File: config.mk
export PLATFORM = sky130hd
export DESIGN_NAME = text_scroll_ctrl
export DESIGN_NICKNAME = d
export VERILOG_FILES = /design/src/rtl/text_scroll_ctrl_pkg.sv /design/src/rtl/text_scroll_ctrl_fill_counter.sv /design/src/rtl/text_scroll_ctrl.sv
export SDC_FILE = /design/constraint.sdc
export NUM_CORES = 1
export LEC_CHECK = 0
export ABC_AREA = 1
export CORE_ASPECT_RATIO = 1.1
export CORE_MARGIN = 2
export CORE_UTILIZATION = 45
export CTS_CLUSTER_DIAMETER = 150
export DETAILED_ROUTE_END_ITERATION = 8
export PLACE_DENSITY = 0.79
export SYNTH_ARGS = -nofsm -noshare
export SYNTH_HDL_FRONTEND = slang
export SYNTH_HIERARCHICAL = 1
export SYNTH_SLANG_ARGS = --single-unit
File: constraint.sdc
create_clock -name clk -period 1.6 [get_ports clk]
set_input_delay 0.32 -clock clk [delete_from_list [all_inputs] [get_ports clk]]
set_output_delay 0.32 -clock clk [all_outputs]
set_load 0.005 [all_outputs]
File: src/rtl/text_scroll_ctrl_pkg.sv
// Shared constants and state encoding for the text console scroll/clear sequencer.
package text_scroll_ctrl_pkg;

  localparam int unsigned TEXT_COLS        = 80;
  localparam int unsigned TEXT_ROWS        = 30;
  localparam int unsigned TEXT_SCREEN_SIZE = TEXT_COLS * TEXT_ROWS;
  localparam logic [15:0] TEXT_BLANK       = 16'h0720;

  typedef enum logic [1:0] {
    IDLE    = 2'd0,
    CLR_ROW = 2'd1,
    CLR_ALL = 2'd2,
    DONE    = 2'd3
  } scroll_state_t;

endpackage

File: src/rtl/text_scroll_ctrl_fill_counter.sv
// Linear fill address generator: walks len consecutive addresses from start,
// advancing only on granted writes; last flags the final address of the run.
module fill_counter #(
  parameter int unsigned WIDTH = 15
) (
  input  logic             clk,
  input  logic             rst_n,
  input  logic             load,
  input  logic [WIDTH-1:0] start,
  input  logic [WIDTH-1:0] len,
  input  logic             step,
  output logic [WIDTH-1:0] addr,
  output logic             last
);

  logic [WIDTH-1:0] cnt;
  logic [WIDTH-1:0] len_m1;

  // Load a new run, or advance address and count on each granted write.
  always_ff @(posedge clk or negedge rst_n) begin
    if (!rst_n) begin
      addr   <= '0;
      cnt    <= '0;
      len_m1 <= '0;
    end else if (load) begin
      addr   <= start;
      cnt    <= '0;
      len_m1 <= len - WIDTH'(1);
    end else if (step) begin
      addr <= addr + WIDTH'(1);
      cnt  <= cnt + WIDTH'(1);
    end
  end

  assign last = (cnt == len_m1);

endmodule

File: src/rtl/text_scroll_ctrl.sv
// Scroll/clear sequencer for the circular VGA text buffer. Owns the ring top
// offset and blanks cells through a write port shared with the CPU.
module text_scroll_ctrl
  import text_scroll_ctrl_pkg::*;
#(
  parameter int unsigned      COLS   = TEXT_COLS,
  parameter int unsigned      ROWS   = TEXT_ROWS,
  parameter int unsigned      WIDTH  = 15,
  parameter int unsigned      DATA_W = 16,
  parameter logic [DATA_W-1:0] BLANK = DATA_W'(TEXT_BLANK)
) (
  input  logic              clk,
  input  logic              rst_n,
  input  logic              scroll_req,
  output logic              scroll_ack,
  input  logic              clear_req,
  output logic              clear_ack,
  output logic              busy,
  output logic [WIDTH-1:0]  win_start,
  output logic [WIDTH-1:0]  win_limit,
  output logic              mem_req,
  input  logic              mem_gnt,
  output logic [WIDTH-1:0]  mem_addr,
  output logic [DATA_W-1:0] mem_data
);

  localparam int unsigned    SCREEN  = COLS * ROWS;
  localparam logic [WIDTH-1:0] LIMIT = WIDTH'(SCREEN);
  localparam logic [WIDTH-1:0] ROW_N = WIDTH'(COLS);

  scroll_state_t    state;
  logic             load;
  logic             step;
  logic             last;
  logic [WIDTH-1:0] fill_start;
  logic [WIDTH-1:0] fill_len;
  logic [WIDTH:0]   start_sum;
  logic [WIDTH-1:0] start_next;

  // A new run starts only from IDLE; clear wins over scroll.
  assign load       = (state == IDLE) && (clear_req || scroll_req);
  assign fill_start = clear_req ? '0 : win_start;
  assign fill_len   = clear_req ? LIMIT : ROW_N;
  assign step       = mem_req && mem_gnt;

  assign mem_req   = (state == CLR_ROW) || (state == CLR_ALL);
  assign busy      = (state != IDLE);
  assign win_limit = LIMIT;
  assign mem_data  = BLANK;

  // Next ring top after a scroll, computed one bit wider so the compare cannot overflow.
  always_comb begin
    start_sum  = {1'b0, win_start} + (WIDTH+1)'(COLS);
    start_next = (start_sum == (WIDTH+1)'(SCREEN)) ? '0 : start_sum[WIDTH-1:0];
  end

  fill_counter #(
    .WIDTH (WIDTH)
  ) u_fill (
    .clk   (clk),
    .rst_n (rst_n),
    .load  (load),
    .start (fill_start),
    .len   (fill_len),
    .step  (step),
    .addr  (mem_addr),
    .last  (last)
  );

  // Sequencer: acks are raised on entry to DONE, so the ack itself tells DONE which
  // operation finished and therefore how to update the ring top.
  always_ff @(posedge clk or negedge rst_n) begin
    if (!rst_n) begin
      state      <= IDLE;
      win_start  <= '0;
      scroll_ack <= 1'b0;
      clear_ack  <= 1'b0;
    end else begin
      scroll_ack <= 1'b0;
      clear_ack  <= 1'b0;
      case (state)
        IDLE: begin
          if (clear_req)       state <= CLR_ALL;
          else if (scroll_req) state <= CLR_ROW;
        end
        CLR_ROW: begin
          if (step && last) begin
            state      <= DONE;
            scroll_ack <= 1'b1;
          end
        end
        CLR_ALL: begin
          if (step && last) begin
            state     <= DONE;
            clear_ack <= 1'b1;
          end
        end
        DONE: begin
          state     <= IDLE;
          win_start <= clear_ack ? '0 : start_next;
        end
        default: state <= IDLE;
      endcase
    end
  end

endmodule

# --- Yosys cells after proc, flatten, opt, wreduce, memory -nomap -nowiden ---
# Index checks and enable logic that the tools add are counted.
word_totals:
  elab_cells: 43
  register_bits: 64
classes:
  mux: 15
  reduce_logical: 10
  add_sub_neg: 4
  eq_ne: 7
ops:
  columns: ["operator", "n"]
  rows:
  - ["$mux 15", 7]
  - ["$add 15x1->15 const B", 2]
  - ["$add 15x7->16 const B", 1]
  - ["$eq 16x12->1 const B", 1]
  - ["$eq 15x15->1", 1]
  - ["$sub 12x1->13 const B", 1]
  - ["$mux 12", 1]
  - ["$mux 2", 3]
  - ["$pmux 2 s3", 1]
  - ["$eq 2x2->1 const B", 2]
  - ["$reduce_bool 2->1", 2]
  - ["$logic_and 1x1->1", 3]
  - ["$mux 1", 3]
  - ["$ne 3x3->1 const B", 1]
  - ["$eq 2x1->1 const B", 1]
  - ["$logic_not 2->1", 1]
  - ["$logic_or 1x1->1", 2]
  - ["$ne 2x1->1 const B", 1]
  - ["$reduce_and 2->1", 1]
  - ["$reduce_or 2->1", 1]

# --- Longest topological paths before layout ---
# Gate-level depths: netlist of run 1.
depth:
  ltp_word: 6
  ltp_mapped: 12
  ltp_nobuf: 12

# --- Hierarchy ---
# Netlist of run 1, hierarchy kept.
modules_own_cells:
  columns: ["mod", "n_inst", "area_per_inst_um2", "seq_area_each_um2", "cells_per_inst"]
  rows:
  - ["fill_counter", 1, 2831.5, 1126.1, 396]
  - ["text_scroll_ctrl", 1, 1346.3, 375.4, 200]

# --- Worst setup path before layout of run 1 ---
# No wires, ideal clock.
synth_path:
  kind: "register -> register"
  from: "register state[0]"
  to: "register u_fill.addr[0]"
  path_slack_ns: -0.079
  period_less_slack_ns: 1.679
  required_time_ns: 1.513
  t_arrival_ns: 1.593
  setup_ns: 0.087
  path_stages_with_launch: 10
  cell_sequence: "dfrtp_1 > inv_1 > ha_1 > nand2_1 > inv_1 > buf_4 > nor2_2 > buf_4 > nand2_1 > o211ai_1"
synth_via:
  elab_chain_len: 4
synth_lines:
  columns: ["element", "line", "rtl"]
  rows:
  - ["from (decl)", "text_scroll_ctrl.sv:31", "scroll_state_t state;"]
  - ["from (signal assigned)", "text_scroll_ctrl.sv:74", "state <= IDLE;"]
  - ["from (signal assigned)", "text_scroll_ctrl.sv:83", "if (clear_req) state <= CLR_ALL;"]
  - ["from (signal assigned)", "text_scroll_ctrl.sv:84", "else if (scroll_req) state <= CLR_ROW;"]
  - ["$eq 2x1->1 / $eq 2x2->1 (equally long branches)", "text_scroll_ctrl.sv:46", "assign mem_req = (state == CLR_ROW) || (state == CLR_ALL);"]
  - ["$logic_or 1x1->1 *", "text_scroll_ctrl.sv:46", null]
  - ["via mem_req", "text_scroll_ctrl.sv:21", "output logic mem_req,"]
  - ["$logic_and 1x1->1 *", "text_scroll_ctrl.sv:44", "assign step = mem_req && mem_gnt;"]
  - ["via step", "text_scroll_ctrl.sv:33", "logic step;"]
  - ["$reduce_bool 2->1 (no source line) *", null, null]
  - ["to (signal assigned)", "text_scroll_ctrl_fill_counter.sv:26", "addr <= start;"]
  - ["to (signal assigned)", "text_scroll_ctrl_fill_counter.sv:30", "addr <= addr + WIDTH'(1);"]
  - ["to (decl)", "text_scroll_ctrl_fill_counter.sv:12", "output logic [WIDTH-1:0] addr,"]
# Mark *: on every way through the listed nets, which the timed path passes. The rest lies on a longest branch.
# A chain may end at the register's enable or synchronous reset.

# --- Final worst setup path of run 1 ---
layout_path:
  from: "register win_start[4]"
  to: "register win_start[5]"
layout_via:
  elab_chain_len: 4
layout_lines:
  columns: ["element", "line", "rtl"]
  rows:
  - ["from (decl)", "text_scroll_ctrl.sv:19", "output logic [WIDTH-1:0] win_start,"]
  - ["from (signal assigned)", "text_scroll_ctrl.sv:100", "win_start <= clear_ack ? '0 : start_next;"]
  - ["$add 15x7->16 *", "text_scroll_ctrl.sv:53", "start_sum = {1'b0, win_start} + (WIDTH+1)'(COLS);"]
  - ["$eq 16x12->1", "text_scroll_ctrl.sv:54", "start_next = (start_sum == (WIDTH+1)'(SCREEN)) ? '0 : start_sum[WIDTH-1:0];"]
  - ["$mux 15 *", "text_scroll_ctrl.sv:54", null]
  - ["$mux 15 *", "text_scroll_ctrl.sv:100", null]
# Every way passes the cells marked *; elsewhere a longest branch is shown, timed or not.

==> run metrics, run 1 <==
hold slack=0.4893 ns; most frequent cells in the layout=nand2_1 (157), buf_4 (78), nor2_1 (75); r2r setup slk=-0.05 ns; DRC=0; slowest CP cell=dfrtp_1; HPWL Detailed=7647 µm; final core utilization=63.83%; CTS root buffer=clkbuf_8; fin area=0.005722 mm²; CTS Buffer Depth=2; Row Count=36; YS warnings=6; Via Count=4,317; crit start category=flip-flop; worst slack at placement=-0.1648 ns; RD Place Congestion=0.8790; worst-path fanout max=7; Setup Skew=0.01150 ns; area delta synth->final=36.96%; Antenna diodes=0; Synth cell types=34; placed cell area=0.005012 mm²; vias in the first global route=4,079; ANT nets after route=0; placed cells=816; leading cell type in the layout, fill and taps excluded=nand2_1; Syn Area/Cell=7.010 µm²; GR Overflow Total=0; I/O Pins=70; Slew Viols, Final=0; WL/cell=12.86 µm; Worst Setup Slack, final=-0.05443 ns; Synth top area share=35.94%; Peak supply drop=0.7102 mV; Final Hold Fails=0; outcome=finished, violations left; H-tree level count=3; worst path cell trace=buf_6 > buf_6 > nand2_4 > nand2_4 > nand2_2 > nand2_2 > nor2_1 > nand2_1 > nor2_2 > nand3_2 > nand2_1 > nand2_1; initial antenna violation count=0; layout cells sized above 1=24.27%; leakage power=2.920 nW; drt first pass iters=7; DRT iter0 DRCs=257; IO Port Bufs=34; Crit Path Class=reg2reg; Synth area leaders=dfrtp_1 (36%), nand2_1 (15%), nor2_1 (7.5%), buf_4 (6.8%), inv_1 (5.7%); synthesized area=0.004178 mm²; CTS tree=built; GRT Overall Usage=21.92%; Max Clk Rate=0.6044 GHz; Final Cycle Share=103.4%; failing checks=setup timing; Sink Count=60; Seq/Total Area, Yosys=35.94%; Die Width=95.87 µm; die extent in y=105.1 µm; drt total wl=11,210 µm; final setup vio count=7; core area=0.008964 mm²; Post-Syn Instances=596; Max Cap Violations=0; largest net degree at the start of global routing=61; Fill cells=741; Worst Hold Class=in2async; die area=0.01007 mm²; Non-Filler Instances=872; top cell type by total area after synthesis=dfrtp_1; Worst-path clk slew=0.08 ns; TritonCTS Buffers=9; CP arrival=1.89 ns; clock period minus final worst setup slack=1.654 ns; worst skew pair latency=0.35 ns; Req. time, crit path=1.83 ns; global-route wire length before repair=17,630 µm; fin nets=767; mean number of vias per cell=4.951; unrepaired setup endpoints after global routing=yes; most used cell along the critical path=nand2_1; Starting Density=46.61%; CP Capture Type=flip-flop; PwrDens=1500 mW/mm²; Seq cells post-synth=60; Crit path largest cell delay=0.45 ns
==> report_power, final <==
part           switching, mW  internal, mW
Clock                  0.624         0.800
Combinational           2.47          2.32
Sequential             0.359          2.00
==> critical path, delay by kind of cell, from the launching register on <==
family / cells / cell delay [ns]
flops: 1 / 0.45
buf+inv: 2 / 0.26
simple gates: 10 / 0.84
==> path summary, 6_finish.rpt <==
kind	start	endpoint	depth (start not counted)
min reg2reg	u_fill/len_m1[3]$_DFFE_PN0P_	u_fill/len_m1[3]$_DFFE_PN0P_	2
max reg2reg	win_start[4]$_DFFE_PN0P_	win_start[5]$_DFFE_PN0P_	12
min	rst_n	win_start[12]$_DFFE_PN0P_	3
max in group asynchronous	rst_n	u_fill/addr[5]$_DFFE_PN0P_	3
min in group clk	u_fill/len_m1[3]$_DFFE_PN0P_	u_fill/len_m1[3]$_DFFE_PN0P_	2
max	win_start[4]$_DFFE_PN0P_	win_start[5]$_DFFE_PN0P_	12
==> area by class of cell <==
cell class | instances | area [µm²] | area share (%)
multi-input cells | 495 | 2550 | 44.57
flip-flops and latches | 60 | 1515 | 26.48
repair buffers | 121 | 1064 | 18.59
inverters | 66 | 247.7 | 4.330
clock buffers | 12 | 155.1 | 2.712
well taps | 114 | 142.6 | 2.493
clock inverters | 4 | 47.55 | 0.8310
==> flip-flops by register name, summed over array words and instances (netlist names) <==
register	flops
win_start	11
u_fill/len_m1	15
u_fill/cnt	15
scroll_ack	1
clear_ack	1
state	2
u_fill/addr	15
==> metrics by stage <==
stage	power (mW)	setup TNS (ns)
2_1_floorplan	4.574	0
3_3_place_gp	6.053	-4.013
3_5_place_dp	6.180	-4.380
4_1_cts	7.976	0
5_1_grt	9.191	-1.070
6_report	8.580	-0.2643
==> synthesized netlist by cell type (all sizes together) <==
cell type  count
ha             9
nor3           8
a21oi         13
xor2          11
a22oi          9
clkbuf         5
conb           2
buf           42
o21bai         3
o22ai          6
and3           1
inv           66
nand3         36
nand4         15
nor2          90
or2            4
dfrtp         60
a22o           2
a31oi          3
nand3b         2
o211ai         1
nand2        176
o21ai         21
xnor2         11
==> routing by layer <==
layer / part of all wire (%) / GRT usage (%) / wire, µm / vias up
met2: 53 / 37.91 / 5933 / 140
met3: 4.7 / 4.903 / 531 / 30
li1: - / - / - / 2094
met4: 2.5 / 9.082 / 282 / 0
met5: 0 / 0 / 0 / -
met1: 40 / 25.66 / 4463 / 2053
==> kinds of logic after synthesis <==
| group | Yosys count | share of synthesized area, % |
|---|---|---|
| AO/OA/AOI/OAI | 58 | 8.446 |
| AND/OR/NAND/NOR | 332 | 34.44 |
| flip-flops | 60 | 35.94 |
| buffers and inverters | 113 | 13.69 |
| other | 2 | 0.1798 |
| adder cells (fa/ha/maj) | 9 | 2.695 |
| XOR/XNOR | 22 | 4.612 |
==> timing repair <==
item / CTS / global route
hold buffers: 1 / 0
pin swaps: 0 / 32
gates cloned: 0 / 0
endpoints found under the setup margin: 29 / 33
hold endpoints to repair: 35 / 0
buffers inserted: 24 / 15
gates resized for setup: 25 / 54
No activity file was read; power rests on OpenSTA's default activity.
==> run 2: changes to the inputs <==
Settings changed: CAP_MARGIN set to 10, CORE_MARGIN 2 to 10.
==> run metrics, run 2 (same netlist as run 1, synthesis figures left out) <==
Max Cap Violations=0 (unchanged); failing checks=setup timing; DRC=0 (unchanged); drt first pass iters=5 (-2); worst-path fanout max=5 (-2); Die Width=111.9 µm (+17%); Antenna diodes=0 (unchanged); drt total wl=11,580 µm (+3.3%); Final Cycle Share=101.0% (-2.4 points); worst slack at placement=-0.2549 ns (-0.09015 ns); initial antenna violation count=0 (unchanged); Final Hold Fails=0 (unchanged); leakage power=2.829 nW (-3.1%); IO Port Bufs=34 (unchanged); most frequent cells in the layout=nand2_1 (162), nor2_1 (77), conb_1 (74); Slew Viols, Final=0 (unchanged); delay-heaviest family, CP=simple AND/OR/NAND/NOR gates; clock period minus final worst setup slack=1.617 ns (-0.03776 ns); I/O Pins=70 (unchanged); ANT nets after route=0 (unchanged); placed cells=815 (-0.12%); mean number of vias per cell=4.900 (-1.0%); layout cells sized above 1=23.06% (-1.2 points); CTS tree=built; worst path cell trace=ha_4 > inv_2 > nand2_2 > nand3_1 > nand2_1 > nor2_1 > nand2_1 > nor2_2 > nand3_2 > nand2_1 > nand2_1; Max Clk Rate=0.6186 GHz (+2.3%); worst skew pair latency=0.34 ns (about the same); CP Buf/Inv Count=1 (-1); largest net degree at the start of global routing=61 (unchanged); largest registers=u_fill/addr x15, u_fill/cnt x15, u_fill/len_m1 x15; Seq. cell area=0.001515 mm² (unchanged); Fill cells=780 (+5.3%); Req. time, crit path=1.83 ns (about the same); Crit path largest cell delay=0.44 ns (about the same); most used cell along the critical path=nand2_1; Peak supply drop=0.6698 mV (-5.7%); crit start category=flip-flop; die area=0.01354 mm² (+34%); RD Place Congestion=0.8984 (+2.2%); global-route wire length before repair=18,730 µm (+6.3%); Setup Skew=0.009045 ns (-0.002457 ns); Row Count=36 (unchanged); Worst-path clk slew=0.07 ns (about the same); Multi-input gate area=0.002577 mm² (+1.1%); Crit Path Class=reg2reg; HPWL Detailed=8307 µm (+8.6%); GRT Overall Usage=16.31% (-5.6 points); outcome=finished, violations left; Sink Count=60 (unchanged); core area=0.008964 mm² (unchanged); GR Overflow Total=0 (unchanged); fin nets=755 (-1.6%); CP Capture Type=flip-flop; H-tree level count=3 (unchanged); Non-Filler Instances=860 (-1.4%); Starting Density=46.61% (unchanged); leading cell type in the layout, fill and taps excluded=nand2_1; TritonCTS Buffers=9 (unchanged); CTS root buffer=clkbuf_8; die extent in y=121.1 µm (+15%); PwrDens=1453 mW/mm² (-3.1%); final setup vio count=4 (-3); unrepaired setup endpoints after global routing=yes; area delta synth->final=33.54%; Via Count=4,214 (-2.4%); CTS Buffer Depth=2 (unchanged); slowest CP cell=dfrtp_2; WL/cell=13.46 µm (+4.7%); vias in the first global route=4,211 (+3.2%); Worst Hold Class=in2async; CP arrival=1.84 ns (-0.05 ns); hold slack=0.5041 ns (+0.01486 ns); Worst Setup Slack, final=-0.01667 ns (+0.03776 ns); DRT iter0 DRCs=241 (-6.2%)
-- run 2: layout make-up --
cell class	count	share of cell area, %
clock inverters	7	0.7849
clock buffers	9	2.220
multi-input cells	495	46.20
well taps	114	2.557
repair buffers	109	16.51
inverters	66	4.575
flip-flops and latches	60	27.16
-- run 2: what timing repair did --
action,4_1_cts,5_1_grt
pin swaps,1,17
gates resized for setup,26,61
endpoints found under the hold margin,60,0
endpoints found under the setup margin,35,41
hold buffers,1,0
buffers inserted,23,5
-- run 2: final timing paths --
path / from / to / slack (ns) / cells past startpoint
setup / recovery: win_start[5]$_DFFE_PN0P_ / win_start[5]$_DFFE_PN0P_ / -0.02 / 11
hold / removal: rst_n / win_start[14]$_DFFE_PN0P_ / 0.50 / 3
setup reg to reg: win_start[5]$_DFFE_PN0P_ / win_start[5]$_DFFE_PN0P_ / -0.02 / 11
hold reg to reg: u_fill/len_m1[3]$_DFFE_PN0P_ / u_fill/len_m1[3]$_DFFE_PN0P_ / 0.52 / 2
max in group asynchronous: rst_n / win_start[5]$_DFFE_PN0P_ / 0.77 / 3
min in group clk: u_fill/len_m1[3]$_DFFE_PN0P_ / u_fill/len_m1[3]$_DFFE_PN0P_ / 0.52 / 2
-- run 2: worst register-to-register path: cells and delay by family, from the launching register on --
family	cells	cell delay (ns)
buf+inv	1	0.06
flops	1	0.44
fa+ha+maj	1	0.18
simple gates	9	0.81
-- run 2: per-stage QoR --
stage / cell area [µm²] / setup TNS, ns / power [mW] / utilization [%]
global route: 5579 / -0.8355 / 8.709 / 62.24
CTS: 5358 / 0 / 7.620 / 59.77
floorplan: 4466 / 0 / 4.574 / -
detailed placement: 4980 / -6.771 / 6.107 / 55.56
global placement: 4980 / -4.415 / 5.972 / 55.56
finish: 5579 / -0.03158 / 8.108 / 62.24
-- run 2: report_power, final --
part           internal, mW  switching [mW]  leakage, nW
Combinational          2.09            2.44         1.98
Clock                 0.552           0.640       0.0848
Sequential             2.00           0.381        0.764
Total                  4.65            3.46         2.83
-- run 2: metal layers --
layer  up-vias  global-route usage, %  wire length (µm)
met3        23                  4.006               773
li1       2076                      -                 -
met2       154                  30.25              6228
met4         0                  6.913               257
met1      1961                  17.12              4317
met5         -                      0                 0
==> run 3: changes to the inputs <==
Settings changed: CELL_PAD_IN_SITES_DETAIL_PLACEMENT set to 1, CELL_PAD_IN_SITES_GLOBAL_PLACEMENT set to 2, CORE_UTILIZATION 45 to 33, CTS_CLUSTER_DIAMETER 150 to unset, PLACE_DENSITY 0.79 to 0.95.
Clock period 1.6 ns to 2.1 ns, I/O delays scaled along.
==> run metrics, run 3 (same netlist as run 1, synthesis figures left out) <==
outcome=finished clean; CTS Hold Bufs=0 (-1); Setup Skew=0.006167 ns (-0.002878 ns); Die Width=127.3 µm (+14%); Final Cycle Share=96.85%; initial antenna violation count=0 (unchanged); CP Capture Type=primary output; worst path cell trace=inv_1 > ha_4 > clkdlybuf4s50_1; layout cells sized above 1=8.746% (-14 points); DRT iter0 DRCs=206 (-15%); final setup vio count=0 (-4); clock power share=24.4% (+9.7 points); GR Overflow Total=0 (unchanged); Starting Density=33.47% (-13 points); Final Hold Fails=0 (unchanged); RD Place Congestion=0.8394 (-6.6%); Internal Dissipation=3.511 mW (-24%); CTS tree=built; leading cell type in the layout, fill and taps excluded=nand2_1; DRC=0 (unchanged); largest registers=u_fill/addr x15, u_fill/cnt x15, u_fill/len_m1 x15; I/O Pins=70 (unchanged); TritonCTS Buffers=9 (unchanged); Sink Count=60 (unchanged); Crit Path Class=reg2out; leakage power=2.461 nW (-13%); Slew Viols, Final=0 (unchanged); sw power=2.425 mW (-30%); CP Buf/Inv Count=2 (+1); crit start category=flip-flop; combinational power share=42.9% (-13 points); Max Cap Violations=0 (unchanged); Via Count=4,020 (-4.6%); Req. time, crit path=1.68 ns (-0.15 ns); Row Count=43 (+19%); drt total wl=12,260 µm (+5.9%); core area=0.01248 mm² (+39%); slowest CP cell=clkdlybuf4s50_1; fin nets=695 (-7.9%); Non-Filler Instances=843 (-2.0%); WL/cell=14.54 µm (+8.0%); GRT Overall Usage=14.04% (-2.3 points); HPWL Detailed=9309 µm (+12%); most frequent cells in the layout=nand2_1 (171), nor2_1 (82), conb_1 (74); worst skew pair latency=0.33 ns (about the same); worst-path fanout max=4 (-1); Max Clk Rate=0.4917 GHz; vias in the first global route=4,381 (+4.0%); CTS root buffer=clkbuf_16; die area=0.01757 mm² (+30%); largest net degree at the start of global routing=61 (unchanged); IO Port Bufs=34 (unchanged); drt first pass iters=5 (unchanged); Worst-path clk slew=0.06 ns (about the same); placed cells=825 (+1.2%); die extent in y=138.0 µm (+14%); mean number of vias per cell=4.769 (-2.7%); Tot Pwr=5.937 mW (-27%); Crit path largest cell delay=0.50 ns (+0.06 ns); clock period minus final worst setup slack=2.034 ns; CP arrival=1.61 ns (-0.23 ns); delay-heaviest family, CP=buffers and inverters; global-route wire length before repair=20,720 µm (+11%); H-tree level count=3 (unchanged); PwrDens=1169 mW/mm² (-20%); Fill cells=1,634 (+110%); CTS Buffer Depth=2 (unchanged); ANT nets after route=0 (unchanged); switching part of the total=40.85% (-1.8 points); Seq pwr share=32.7% (+3.3 points); Worst Hold Class=in2async; area delta synth->final=21.59%; Antenna diodes=0 (unchanged); Peak supply drop=0.4167 mV (-38%)
[run 3: changes by cell type in the layout (fill, tap and decap cells not counted), moves of 10 or more]
| cell | delta |
|---|---|
| dfrtp_1 | +11 |
| clkdlybuf4s50_1 | +10 |
| buf_4 | -56 |
| dfrtp_2 | -11 |
[run 3: worst reg2reg max path: cells and delay by family, from the launching register on]
family	cells	cell delay, ns
fa+ha+maj	1	0.30
buf+inv	3	0.54
flops	1	0.37
simple gates	7	0.61
[run 3: final timing paths]
path | start | to | slack, ns | cells past startpoint
max | state[0]$_DFFE_PN0P_ | mem_req | 0.07 | 3
min in group clk | u_fill/len_m1[13]$_DFFE_PN0P_ | u_fill/len_m1[13]$_DFFE_PN0P_ | 0.51 | 2
max in group asynchronous | rst_n | u_fill/cnt[10]$_DFFE_PN0P_ | 1.72 | 2
max reg2reg | state[0]$_DFFE_PN0P_ | u_fill/cnt[12]$_DFFE_PN0P_ | 0.19 | 11
min reg2reg | u_fill/len_m1[13]$_DFFE_PN0P_ | u_fill/len_m1[13]$_DFFE_PN0P_ | 0.51 | 2
min | rst_n | win_start[7]$_DFFE_PN0P_ | 0.10 | 2
[run 3: area by class of cell]
cell class	count	area (µm²)	area share [%]
flip-flops and latches	60	1501	29.56
clock buffers	11	232.7	4.581
multi-input cells	495	2390	47.04
clock inverters	5	52.55	1.034
repair buffers	49	459.2	9.039
well taps	157	196.4	3.867
inverters	66	247.7	4.877
[run 3: repair_timing]
action,in CTS,in global routing
gates cloned,0,0
buffers inserted,0,2
endpoints found under the setup margin,2,1
gates resized for setup,2,0
endpoints found under the hold margin,0,0
[run 3: per-layer routing]
layer | track usage, % | wire [µm] | vias to the layer above
met3 | 3.518 | 524 | 25
met4 | 5.159 | 296 | 0
li1 | - | - | 1951
met5 | 0 | 0 | -
met2 | 25.79 | 6598 | 76
met1 | 14.88 | 4840 | 1968
[run 3: power groups by stage]
stage          Sequential, mW  Clock (mW)  Combinational, mW
2_1_floorplan            1.85           0               1.59
3_3_place_gp             1.93           0               2.35
3_5_place_dp             1.96           0               2.45
4_1_cts                  1.95        1.47               2.53
5_1_grt                  2.01        1.53               2.88
6_report                 1.94        1.45               2.55
[run 3: through the flow]
stage | worst slack (ns) | setup TNS [ns] | utilization [%] | hold WS (ns) | cell area [µm²]
6_report | 0.06623 | 0 | 40.70 | 0.1035 | 5080
5_1_grt | -0.006292 | -0.006292 | 40.70 | 0.1292 | 5080
4_1_cts | 0.04350 | 0 | 40.58 | 0.1221 | 5065
3_5_place_dp | 0.03185 | 0 | 38.20 | 0.4663 | 4768
3_3_place_gp | 0.1034 | 0 | 38.20 | 0.4580 | 4768
2_1_floorplan | 0.4205 | 0 | - | 0.1244 | 4448
